==> src/rtl/hwpe_ctrl_package.sv <==
// Shared types and constants for the HWPE job scheduler: register map,
// queue entry layout and dispatcher states.
package hwpe_ctrl_package;

    // Wide enough for any realistic core count; the top truncates as needed.
    localparam int unsigned CORE_W = 8;

    localparam logic [2:0] REG_TRIGGER   = 3'd0;
    localparam logic [2:0] REG_ACQUIRE   = 3'd1;
    localparam logic [2:0] REG_FINISHED  = 3'd2;
    localparam logic [2:0] REG_STATUS    = 3'd3;
    localparam logic [2:0] REG_RUNNING   = 3'd4;
    localparam logic [2:0] REG_SOFTCLEAR = 3'd5;
    localparam logic [2:0] REG_SWEVT     = 3'd6;
    localparam logic [2:0] REG_PERF      = 3'd7;

    localparam logic [31:0] ACQUIRE_BUSY = 32'hFFFF_FFFF;

    typedef struct packed {
        logic [7:0]        id;
        logic [CORE_W-1:0] core;
    } job_entry_t;

    typedef enum logic [1:0] {StIdle, StStarting, StRunning} disp_state_e;

endpackage

==> src/rtl/hwpe_ctrl_job_fifo.sv <==
// Circular queue of pending jobs; head is the entry currently dispatched.
module hwpe_ctrl_job_fifo
    import hwpe_ctrl_package::*;
#(
    parameter int unsigned DEPTH = 4,
    localparam int unsigned PTR_W = $clog2(DEPTH),
    localparam int unsigned CNT_W = PTR_W + 1
) (
    input  logic             clk_i,
    input  logic             rst_ni,
    input  logic             clear,
    input  logic             push,
    input  job_entry_t       push_data,
    input  logic             pop,
    output job_entry_t       head,
    output logic [PTR_W-1:0] rd_ptr,
    output logic [CNT_W-1:0] count,
    output logic             full,
    output logic             empty
);

    job_entry_t       mem_q [DEPTH];
    logic [PTR_W-1:0] wr_ptr_q;
    logic [PTR_W-1:0] rd_ptr_q;
    logic [CNT_W-1:0] count_q;
    logic             push_ok;
    logic             pop_ok;

    assign full    = (count_q == CNT_W'(DEPTH));
    assign empty   = (count_q == '0);
    assign pop_ok  = pop && !empty;
    assign push_ok = push && (!full || pop_ok);

    always_ff @(posedge clk_i or negedge rst_ni) begin
        if (!rst_ni) begin
            mem_q    <= '{default: '0};
            wr_ptr_q <= '0;
            rd_ptr_q <= '0;
            count_q  <= '0;
        end else if (clear) begin
            wr_ptr_q <= '0;
            rd_ptr_q <= '0;
            count_q  <= '0;
        end else begin
            if (push_ok) begin
                mem_q[wr_ptr_q] <= push_data;
                wr_ptr_q        <= wr_ptr_q + PTR_W'(1);
            end
            if (pop_ok) begin
                rd_ptr_q <= rd_ptr_q + PTR_W'(1);
            end
            if (push_ok && !pop_ok) begin
                count_q <= count_q + CNT_W'(1);
            end else if (pop_ok && !push_ok) begin
                count_q <= count_q - CNT_W'(1);
            end
        end
    end

    assign head   = mem_q[rd_ptr_q];
    assign rd_ptr = rd_ptr_q;
    assign count  = count_q;

endmodule

==> src/rtl/hwpe_ctrl_job_sched.sv <==
// HWPE control front end: owner-locked acquire, job queue and dispatcher.
// Define HWPE_CTRL_JOB_PERF_EN to add the per-job RUNNING cycle counter (PERF).
module hwpe_ctrl_job_sched
    import hwpe_ctrl_package::*;
#(
    parameter int unsigned N_CORES         = 8,
    parameter int unsigned N_CONTEXT       = 4,
    parameter int unsigned N_EVT           = 2,
    parameter int unsigned N_SW_EVT        = 8,
    parameter int unsigned ID_WIDTH        = 16,
    parameter int unsigned ACQUIRE_TIMEOUT = 256,
    localparam int unsigned CTX_W          = $clog2(N_CONTEXT),
    localparam int unsigned CNT_W          = CTX_W + 1
) (
    input  logic                       clk_i,
    input  logic                       rst_ni,
    output logic                       clear_o,
    input  logic                       cfg_req_i,
    output logic                       cfg_gnt_o,
    input  logic [31:0]                cfg_add_i,
    input  logic                       cfg_wen_i,
    input  logic [3:0]                 cfg_be_i,
    input  logic [31:0]                cfg_data_i,
    input  logic [ID_WIDTH-1:0]        cfg_id_i,
    output logic [31:0]                cfg_r_data_o,
    output logic                       cfg_r_valid_o,
    output logic [ID_WIDTH-1:0]        cfg_r_id_o,
    input  logic                       done_i,
    input  logic [N_EVT-2:0]           evt_i,
    output logic                       start_o,
    output logic                       busy_o,
    output logic [7:0]                 job_id_o,
    output logic [CTX_W-1:0]           context_o,
    output logic [N_CORES*N_EVT-1:0]   evt_o,
    output logic [N_SW_EVT-1:0]        sw_evt_o
);

    disp_state_e state_q, state_d;
    logic [1:0]  clr_cnt_q;
    logic        clear_act;
    logic        locked_q, error_q, start_q, r_valid_q;
    logic [CORE_W-1:0] owner_q, req_core;
    logic [31:0] timer_q, rdata, r_data_q, perf_rd;
    logic [7:0]  job_cnt_q, finished_q;
    logic [ID_WIDTH-1:0] r_id_q;
    logic [N_CORES*N_EVT-1:0] evt_q, evt_d;
    logic [N_SW_EVT-1:0] sw_evt_q, sw_evt_d;
    logic [2:0]  off;
    logic        rd, wr, acq_ok, trig_hit, trig_ok, status_rd, timeout, pop;
    job_entry_t  head;
    logic [CTX_W-1:0] rd_ptr;
    logic [CNT_W-1:0] fifo_count;
    logic        fifo_full, fifo_empty;
    logic        unused_in;

    assign unused_in = ^{cfg_be_i, cfg_add_i, cfg_data_i, cfg_id_i};

    assign clear_act = (clr_cnt_q != 2'd0);
    assign off       = cfg_add_i[4:2];
    assign rd        = cfg_req_i && !clear_act && cfg_wen_i;
    assign wr        = cfg_req_i && !clear_act && !cfg_wen_i;
    assign acq_ok    = rd && (off == REG_ACQUIRE) && !locked_q && !fifo_full;
    assign trig_hit  = wr && (off == REG_TRIGGER);
    assign trig_ok   = trig_hit && locked_q && (req_core == owner_q);
    assign status_rd = rd && (off == REG_STATUS);
    assign timeout   = (ACQUIRE_TIMEOUT != 0) && locked_q && (timer_q == ACQUIRE_TIMEOUT - 1);
    assign pop       = (state_q == StRunning) && done_i && !clear_act;

    // Lowest set bit wins: scan from the top so the lowest index is written last.
    always_comb begin
        req_core = '0;
        for (int i = int'(N_CORES) - 1; i >= 0; i--) begin
            if (cfg_id_i[i]) req_core = CORE_W'(i);
        end
    end

    hwpe_ctrl_job_fifo #(
        .DEPTH (N_CONTEXT)
    ) i_fifo (
        .clk_i     (clk_i),
        .rst_ni    (rst_ni),
        .clear     (clear_act),
        .push      (trig_ok),
        .push_data ('{id: job_cnt_q, core: owner_q}),
        .pop       (pop),
        .head      (head),
        .rd_ptr    (rd_ptr),
        .count     (fifo_count),
        .full      (fifo_full),
        .empty     (fifo_empty)
    );

    always_comb begin
        rdata = '0;
        if (rd) begin
            case (off)
                REG_ACQUIRE:  rdata = acq_ok ? {24'h0, job_cnt_q} : ACQUIRE_BUSY;
                REG_FINISHED: rdata = {24'h0, finished_q};
                REG_STATUS:   rdata = {16'h0, 8'(fifo_count), 5'h0, error_q, locked_q,
                                       state_q != StIdle};
                REG_RUNNING:  rdata = {24'h0, job_id_o};
                REG_PERF:     rdata = perf_rd;
                default:      rdata = '0;
            endcase
        end
    end

    always_comb begin
        sw_evt_d = '0;
        if (wr && (off == REG_SWEVT)) begin
            for (int i = 0; i < int'(N_SW_EVT); i++) begin
                if (cfg_data_i[3:0] == 4'(i)) sw_evt_d[i] = 1'b1;
            end
        end
    end

    always_comb begin
        evt_d = '0;
        if ((state_q == StRunning) && !clear_act) begin
            for (int c = 0; c < int'(N_CORES); c++) begin
                if (head.core == CORE_W'(c)) begin
                    evt_d[c*N_EVT]                 = done_i;
                    evt_d[c*N_EVT+1 +: N_EVT-1]    = evt_i;
                end
            end
        end
    end

    always_ff @(posedge clk_i or negedge rst_ni) begin
        if (!rst_ni) begin
            clr_cnt_q  <= '0;
            locked_q   <= 1'b0;
            owner_q    <= '0;
            timer_q    <= '0;
            job_cnt_q  <= '0;
            finished_q <= '0;
            error_q    <= 1'b0;
        end else begin
            if (clear_act) begin
                clr_cnt_q <= clr_cnt_q - 2'd1;
            end else if (wr && (off == REG_SOFTCLEAR)) begin
                clr_cnt_q <= 2'd3;
            end
            if (clear_act) begin
                locked_q   <= 1'b0;
                owner_q    <= '0;
                timer_q    <= '0;
                job_cnt_q  <= '0;
                finished_q <= '0;
                error_q    <= 1'b0;
            end else begin
                if (trig_ok) begin
                    locked_q  <= 1'b0;
                    job_cnt_q <= job_cnt_q + 8'd1;
                end else if (acq_ok) begin
                    locked_q <= 1'b1;
                    owner_q  <= req_core;
                    timer_q  <= '0;
                end else if (timeout) begin
                    locked_q <= 1'b0;
                end else if (locked_q) begin
                    timer_q <= timer_q + 32'd1;
                end
                if (trig_hit && !trig_ok) begin
                    error_q <= 1'b1;
                end else if (status_rd) begin
                    error_q <= 1'b0;
                end
                if (pop) finished_q <= head.id;
            end
        end
    end

    always_ff @(posedge clk_i or negedge rst_ni) begin
        if (!rst_ni) begin
            r_valid_q <= 1'b0;
            r_id_q    <= '0;
            r_data_q  <= '0;
            sw_evt_q  <= '0;
            evt_q     <= '0;
            start_q   <= 1'b0;
        end else begin
            r_valid_q <= cfg_req_i;
            r_id_q    <= cfg_id_i;
            r_data_q  <= rdata;
            sw_evt_q  <= sw_evt_d;
            evt_q     <= evt_d;
            start_q   <= (state_q == StStarting) && !clear_act;
        end
    end

`ifdef HWPE_CTRL_JOB_PERF_EN
    logic [31:0] perf_cnt_q, perf_q, perf_inc;

    assign perf_inc = (perf_cnt_q == '1) ? perf_cnt_q : perf_cnt_q + 32'd1;

    always_ff @(posedge clk_i or negedge rst_ni) begin
        if (!rst_ni) begin
            perf_cnt_q <= '0;
            perf_q     <= '0;
        end else if (pop) begin
            perf_q     <= perf_inc;
            perf_cnt_q <= '0;
        end else if (state_q == StRunning) begin
            perf_cnt_q <= perf_inc;
        end else begin
            perf_cnt_q <= '0;
        end
    end

    assign perf_rd = perf_q;
`else
    assign perf_rd = '0;
`endif

    // Dispatcher FSM
    always_ff @(posedge clk_i or negedge rst_ni) begin
        if (!rst_ni) state_q <= StIdle;
        else         state_q <= state_d;
    end

    always_comb begin
        state_d = state_q;
        if (clear_act) begin
            state_d = StIdle;
        end else begin
            unique case (state_q)
                StIdle:     if (!fifo_empty) state_d = StStarting;
                StStarting: state_d = StRunning;
                StRunning:  if (done_i) state_d = StIdle;
                default:    state_d = StIdle;
            endcase
        end
    end

    always_comb begin
        busy_o    = (state_q != StIdle);
        start_o   = start_q;
        job_id_o  = (state_q != StIdle) ? head.id : 8'h0;
        context_o = (state_q != StIdle) ? rd_ptr : '0;
    end

    assign clear_o       = clear_act;
    assign cfg_gnt_o     = 1'b1;
    assign cfg_r_valid_o = r_valid_q;
    assign cfg_r_id_o    = r_id_q;
    assign cfg_r_data_o  = r_data_q;
    assign evt_o         = evt_q;
    assign sw_evt_o      = sw_evt_q;

endmodule

==> config.mk <==
export PLATFORM = sky130hd
export DESIGN_NAME = hwpe_ctrl_job_sched
export DESIGN_NICKNAME = d
export VERILOG_FILES = /design/src/rtl/hwpe_ctrl_package.sv /design/src/rtl/hwpe_ctrl_job_fifo.sv /design/src/rtl/hwpe_ctrl_job_sched.sv
export SDC_FILE = /design/constraint.sdc
export NUM_CORES = 1
export LEC_CHECK = 0
export BUFFER_PORTS_ARGS = -buffer_cell sky130_fd_sc_hd__buf_4
export CAP_MARGIN = 30
export CORE_UTILIZATION = 59
export CTS_CLUSTER_DIAMETER = 40
export DETAILED_ROUTE_END_ITERATION = 10
export GPL_TIMING_DRIVEN = 0
export MAX_ROUTING_LAYER = met4
export PLACE_DENSITY_LB_ADDON = 0.1
export RECOVER_POWER = 25
export REMOVE_ABC_BUFFERS = 1
export SLEW_MARGIN = 20
export SYNTH_ARGS = -nofsm -noshare
export SYNTH_HDL_FRONTEND = slang
export SYNTH_SLANG_ARGS = --single-unit
==> constraint.sdc <==
create_clock -name clk_i -period 7.7 [get_ports clk_i]
set_clock_uncertainty 0.2 [all_clocks]
set_input_delay 0.385 -clock clk_i [delete_from_list [all_inputs] [get_ports clk_i]]
set_output_delay 0.385 -clock clk_i [all_outputs]
set_load 0.005 [all_outputs]
==> results of run 1 <==
[report_power, final]
part | switching (mW) | total [mW] | internal, mW
clock network | 0.358 | 0.804 | 0.446
registers | 0.00613 | 0.869 | 0.862
logic | 0.161 | 0.230 | 0.0684
[cell families after synthesis]
family,Yosys count,synth area share
other,1,0.000470
AOI/OAI and AO/OA,122,0.0970
buffers and inverters,81,0.0579
muxes,74,0.136
xor gates and xnor gates,4,0.00439
DFF,162,0.508
and+or+nand+nor,272,0.182
adders and majority gates,8,0.0135
[metrics by stage]
step | setup slack [ps] | area [um2] | total power [mW] | hold slack, ps
after CTS | 3310 | 9540 | 1.91 | 33.4
after global routing | 2400 | 9510 | 1.98 | 68.4
after detailed placement | 3340 | 8770 | 1.11 | 197
after global placement | 993 | 8640 | 1.08 | 260
after floorplan | 2750 | 7570 | 0.993 | -111
final | 3220 | 9510 | 1.90 | 41.8
[Yosys cell counts (all sizes together), types with 2 or more instances]
library cell and n:
nor2 55, and3 8, nand4b 2, xor2 2, o31ai 28, a2111oi 2, or2 3, nor2b 14
nand3 30, nor4b 3, and4 4, a21oi 59, or4 27, dfrtp 162, o41ai 2, nand4 18
nand2b 15, or3 9, ha 7, mux2i 17, nand2 61, a22oi 8, mux2 46, clkbuf 21
o21ai 14, xnor2 2, nor4 8, mux4 11, and2 2, inv 14, buf 46, o2111ai 2
nor3 11
[worst paths after layout]
path	to	slack, ps	cells past startpoint
worst max-delay path	timer_q[7]	3220	2
worst min-delay path	state_q[1]	40	3
worst max register to register	i_fifo.mem_q[17]	3320	11
worst min register to register	clr_cnt_q[0]	290	1
max in group clk_i	i_fifo.mem_q[17]	3320	11
min in group asynchronous	i_fifo.mem_q[48]	1760	2
[layout by cell type, fill, tap and decap left out, types with 3 or more instances in the layout]
| master | n |
|---|---|
| inv_6 | 3 |
| or4_1 | 27 |
| and3_1 | 8 |
| nand2_1 | 61 |
| nor4_1 | 8 |
| nor2_1 | 53 |
| clkbuf_16 | 17 |
| o31ai_1 | 28 |
| a21oi_1 | 59 |
| o21ai_0 | 14 |
| or2_2 | 3 |
| mux2_4 | 40 |
| a22oi_1 | 8 |
| dlygate4sd3_1 | 21 |
| nor2b_1 | 14 |
| mux2i_1 | 17 |
| nand2b_1 | 15 |
| ha_1 | 7 |
| clkinvlp_4 | 8 |
| or3_1 | 9 |
| dfrtp_1 | 162 |
| nand3_1 | 26 |
| clkbuf_4 | 18 |
| buf_6 | 3 |
| nand4_1 | 18 |
| mux4_2 | 11 |
| inv_1 | 14 |
| mux2_2 | 6 |
| nor3_1 | 11 |
| nand3_2 | 4 |
| clkbuf_1 | 11 |
| buf_4 | 88 |
| and4_1 | 4 |
[registers in the layout, summed over array words and instances, names as in the netlist, 8 cells and up]
name	flops
sw_evt_o	8
timer_q	32
cfg_r_id_o	16
job_cnt_q	8
evt_o	16
cfg_r_data_o	12
i_fifo.mem_q	44
finished_q	8
[repair_timing]
action	in CTS	in global routing
hold buffers	21	0
setup endpoints to repair	0	0
setup buffers	0	0
hold endpoints to repair	94	0
[final cells by class]
class	instances	area (um2)	share of cell area
multi-input combinational	481	3490	0.367
timing repair buffer	144	1140	0.120
tap	176	220	0.0231
clock buffer	18	429	0.0451
clock inverter	14	130	0.0137
sequential	162	4050	0.426
inverter	14	52.6	0.00552
[layer usage]
layer / track usage / up-vias / part of all wire
li1: - / 2799 / -
met1: 0.383 / 3048 / 0.44
met2: 0.429 / 207 / 0.49
met3: 0.0709 / 27 / 0.059
met4: 0.0938 / 0 / 0.018
met5: - / - / 0
==> flow_metrics.py, run 1 <==
metrics = {
    "status": {
        "status": "complete, but fails checks",
        "violations": "capacitance limit, slew limit",
    },
    "placement": {
        "placed_cells": 955,
        "gp_congestion": 0.804,
        "hpwl_um": 12000,
        "port-buffer-count": 114,
    },
    "worst_setup_path": {
        "end_kind": "async pin",
        "required_ps": 7080,
        "cp_max_fo": 76,
        "cp_top_family": "buffers and inverters",
        "crit_type": "in -> async",
        "worstSetupStartpointType": "input pin",
        "path_cells": "dlygate4sd3_1 -> clkbuf_1",
        "r2r-start": "clr_cnt_q[0]",
        "slowest_delay_ps": 2900,
        "critPathSlowestCell": "clkbuf_1",
        "startpoint": "rst_ni",
        "cp.arrival_ps": 3860,
        "cp_num_buf_inv": 2,
    },
    "logic_synthesis": {
        "seq_area_frac_synth": 0.508,
        "synth_edf_count": 0,
        "synth_top_area_frac": 0.508,
        "synthCells": 724,
        "syn_area_mm2": 0.00798,
        "ys.flop_type": "dfrtp_1",
        "synthArstFlopShare": 1.00,
        "synth_cell_type_count": 53,
        "ys_seq_elements": 162,
        "synth_warnings": 0,
        "synth_area_leaders": "dfrtp_1 (51%), mux2_4 (7.5%), a21oi_1 (3.7%), mux4_2 (3.1%), nand2_1 (2.9%)",
        "avgSynthCellArea_um2": 11.0,
        "yosysTopAreaCell": "dfrtp_1",
    },
    "sta": {
        "period_needed_ps": 4480,
        "worst_slew_pin_slew_ps": 4150,
        "setup_viol_count_final": 0,
        "period_share": 0.582,
        "slew_headroom": -1.76,
        "grt_setup_unrepaired": "no",
        "clock.fmax_mhz": 223,
        "setup_tns_ps": 0,
        "maxSlewViolCount": 76,
        "hold_violations": 0,
    },
    "die": {
        "start_util": 0.605,
        "core_area_mm2": 0.0132,
        "die_x_um": 118,
        "ios": 177,
        "fp.dieH_um": 118,
        "die_area_mm2": 0.0140,
        "row_count": 42,
    },
    "detailed_routing": {
        "dr.pass1.iters": 5,
        "num_vias": 6081,
        "ant_nets": 0,
        "drc": 0,
        "wirelength_um": 18700,
        "wire_per_inst_um": 18.5,
        "viasPerCell": 6.03,
        "drt_iter0_drc": 630,
    },
    "clock_tree": {
        "cts_tree": "built",
        "clock-sinks": 162,
        "cts_root_buf": "clkbuf_16",
        "path_clk_slew_ps": 60,
        "clk_latency_ps": 430,
        "htreeDepth": 4,
        "cts_resized": 0,
        "cts.path.max_buffers": 2,
        "numCtsBuffers": 17,
    },
    "finish": {
        "finish.utilization": 0.721,
        "final-instance-count-excl-fill": 1009,
        "num-nets-final": 918,
        "n_antenna_cell": 0,
        "syn_to_final_growth_pct": 19.3,
        "fill_cells": 901,
        "drive_gt1_frac": 0.257,
    },
    "grt": {
        "grt_pass1_vias": 5726,
        "grt_max_degree": 88,
        "grt.total_usage": 0.286,
        "globalRouteOverflowTotal": 0,
        "grt_pass1_wl_um": 29800,
        "grt_antenna_before_repair": 0,
    },
    "min_path": {
        "min_path_type": "in -> reg",
        "hp-start": "done_i",
    },
    "pwr": {
        "p_per_area_mw_per_mm2": 200,
        "leakagePower_nw": 4.29,
        "vdd_drop_max_mv": 0.138,
    },
    "run": {
        "cap_violations": 1,
    },
}
Note: power is estimated with default switching activity, not from simulation.
==> inputs of run 2 (changes only) <==
Settings changed: CORE_UTILIZATION 59 to 55.
Clock period 7.7 ns to 4.6 ns, I/O delays scaled along.
==> run 2 against run 1 <==
Against the previous run:
- the run still ends with capacitance limit, slew limit left
- critical endpoint is now i_fifo.mem_q[49]
- combinational power grew 72%
- register-to-register slack lost 3000 ps
- critical path type is now reg -> reg
- setup slack lost 2900 ps
- global-route usage shrank 1.4 points
- highest routed layer unchanged
==> flow_metrics.py, run 2 (synthesized netlist as in run 1, its figures left out) <==
metrics = {
    "finish": {
        "top_register": "i_fifo.mem_q",
        "multi_input_area_mm2": 0.00349,
        "finish.utilization": 0.693,
        "drive_gt1_frac": 0.254,
        "final_common_cell": "dfrtp_1",
        "seqCellArea_mm2": 0.00405,
        "reg_top3": "i_fifo.mem_q x44, timer_q x32",
        "num-nets-final": 927,
        "largest_reg_flops": 44,
        "mostFrequentLayoutCells": "dfrtp_1 (162), buf_4 (80), nand2_1 (61)",
        "n_antenna_cell": 0,
        "syn_to_final_growth_pct": 21.5,
        "final_area_mm2": 0.00969,
        "fill_cells": 1019,
    },
    "worst_setup_path": {
        "crit_type": "reg -> reg",
        "required_ps": 4700,
        "worstSetupStartpointType": "flip-flop",
        "end_kind": "flip-flop",
        "r2r_cells": 12,
        "cp_max_fo": 19,
        "cp.arrival_ps": 4420,
    },
    "clock_tree": {
        "cts_setup_buffers": 0,
        "cts_tree": "built",
        "numCtsBuffers": 17,
        "htreeDepth": 4,
        "path_clk_slew_ps": 60,
        "clk_latency_ps": 430,
        "cts_root_buf": "clkbuf_16",
        "clock-sinks": 162,
        "cts.path.max_buffers": 2,
    },
    "pwr": {
        "comb_power_share": 0.117,
        "power_frac_clock": 0.452,
        "vdd_drop_max_mv": 0.251,
        "netSwitchingFraction": 0.258,
        "seq_power_share": 0.431,
        "p_per_area_mw_per_mm2": 348,
        "p_int_mw": 2.50,
        "p_switching_mw": 0.872,
        "leakagePower_nw": 4.39,
        "power_mw": 3.37,
    },
    "sta": {
        "period_share": 0.938,
        "setup_viol_count_final": 0,
        "worst_slew_pin_slew_ps": 3630,
        "maxSlewViolCount": 68,
        "clock.fmax_mhz": 232,
        "hold_violations": 0,
        "setup_tns_ps": 0,
        "slew_headroom": -1.42,
        "period_needed_ps": 4320,
        "grt_setup_unrepaired": "no",
    },
    "run": {
        "cap_violations": 1,
    },
    "detailed_routing": {
        "wire_per_inst_um": 18.5,
        "drt_iter0_drc": 569,
        "wirelength_um": 18900,
        "dr.pass1.iters": 5,
        "viasPerCell": 5.92,
        "drc": 0,
        "num_vias": 6042,
        "ant_nets": 0,
    },
    "die": {
        "start_util": 0.570,
        "die_area_mm2": 0.0150,
        "row_count": 43,
        "fp.dieH_um": 122,
        "ios": 177,
        "die_x_um": 122,
        "core_area_mm2": 0.0140,
    },
    "status": {
        "status": "complete, but fails checks",
        "violations": "capacitance limit, slew limit",
    },
    "min_path": {
        "min_path_type": "in -> reg",
        "whs_path_depth": 4,
    },
    "grt": {
        "grt_max_degree": 96,
        "grt_pass1_vias": 5774,
        "grt.total_usage": 0.272,
        "grt_antenna_before_repair": 0,
        "grt_pass1_wl_um": 29900,
        "globalRouteOverflowTotal": 0,
    },
    "placement": {
        "hpwl_um": 12300,
        "port-buffer-count": 114,
        "placedInstanceArea_mm2": 0.00879,
        "gp_congestion": 0.808,
    },
}
-- run 2: changes by cell type in the layout (fill, tap and decap cells not counted), sizes merged --
cell and change:
buf -7, clkinvlp -7, dlygate4sd3 +8, clkinv +4, inv -2, clkbuf +9, bufinv +3
-- run 2: path summary, 6_finish.rpt --
check / slack (ps) / from / endpoint
max in group asynchronous: 760 / rst_ni / cfg_r_id_o[7]
hold / removal: 40 / cfg_add_i[4] / error_q
setup / recovery: 280 / clr_cnt_q[0] / i_fifo.mem_q[49]
hold reg to reg: 300 / clr_cnt_q[0] / clr_cnt_q[0]
min in group asynchronous: 1380 / rst_ni / evt_o[4]
setup reg to reg: 280 / clr_cnt_q[0] / i_fifo.mem_q[49]
-- run 2: power groups by stage --
stage	clock, mW	combinational [mW]	sequential [mW]
6_report	1.52	0.395	1.45
5_1_grt	1.60	0.436	1.46
4_1_cts	1.54	0.402	1.45
3_5_place_dp	0	0.380	1.48
3_3_place_gp	0	0.335	1.48
2_1_floorplan	0	0.183	1.48
-- run 2: layout make-up --
type / instances / share of cell area
multi-input combinational: 481 / 0.361
clock inverter: 12 / 0.0187
timing repair buffer: 153 / 0.127
inverter: 14 / 0.00542
tap: 180 / 0.0232
clock buffer: 19 / 0.0467
sequential: 162 / 0.418
-- run 2: what timing repair did --
action,CTS,global route
endpoints found under the hold margin,102,0
hold buffers,29,0
endpoints found under the setup margin,0,9
resized for setup,0,1
-- run 2: worst max-delay path, stage by stage, from the launching register on --
cell       delay [ps]
dfrtp_1           400
inv_1              70
ha_1              450
buf_8             240
nand2_1            90
nor4b_2           390
o2111ai_1         300
a2111oi_4         410
buf_4             270
buf_4             240
buf_6             190
nand3_2           450
mux2_4            470
-- run 2: metal layers --
metal,wire length [um],vias to the layer above,share of wire,GRT usage
met1,8080,2998,0.43,0.356
met2,9330,212,0.49,0.430
met4,267,0,0.014,0.0793
li1,-,2806,-,-
met3,1180,26,0.063,0.0544
met5,0,-,0,-
-- run 2: metrics by stage --
step / setup slack [ps] / std cells / hold WS, ps
final: 285 / 1021 / 42.3
after global routing: 8.01 / 1021 / 47.2
after CTS: 220 / 1020 / 25.6
after detailed placement: 250 / 960 / 7.71
after global placement: -2200 / 951 / 139
after floorplan: -353 / 657 / -266
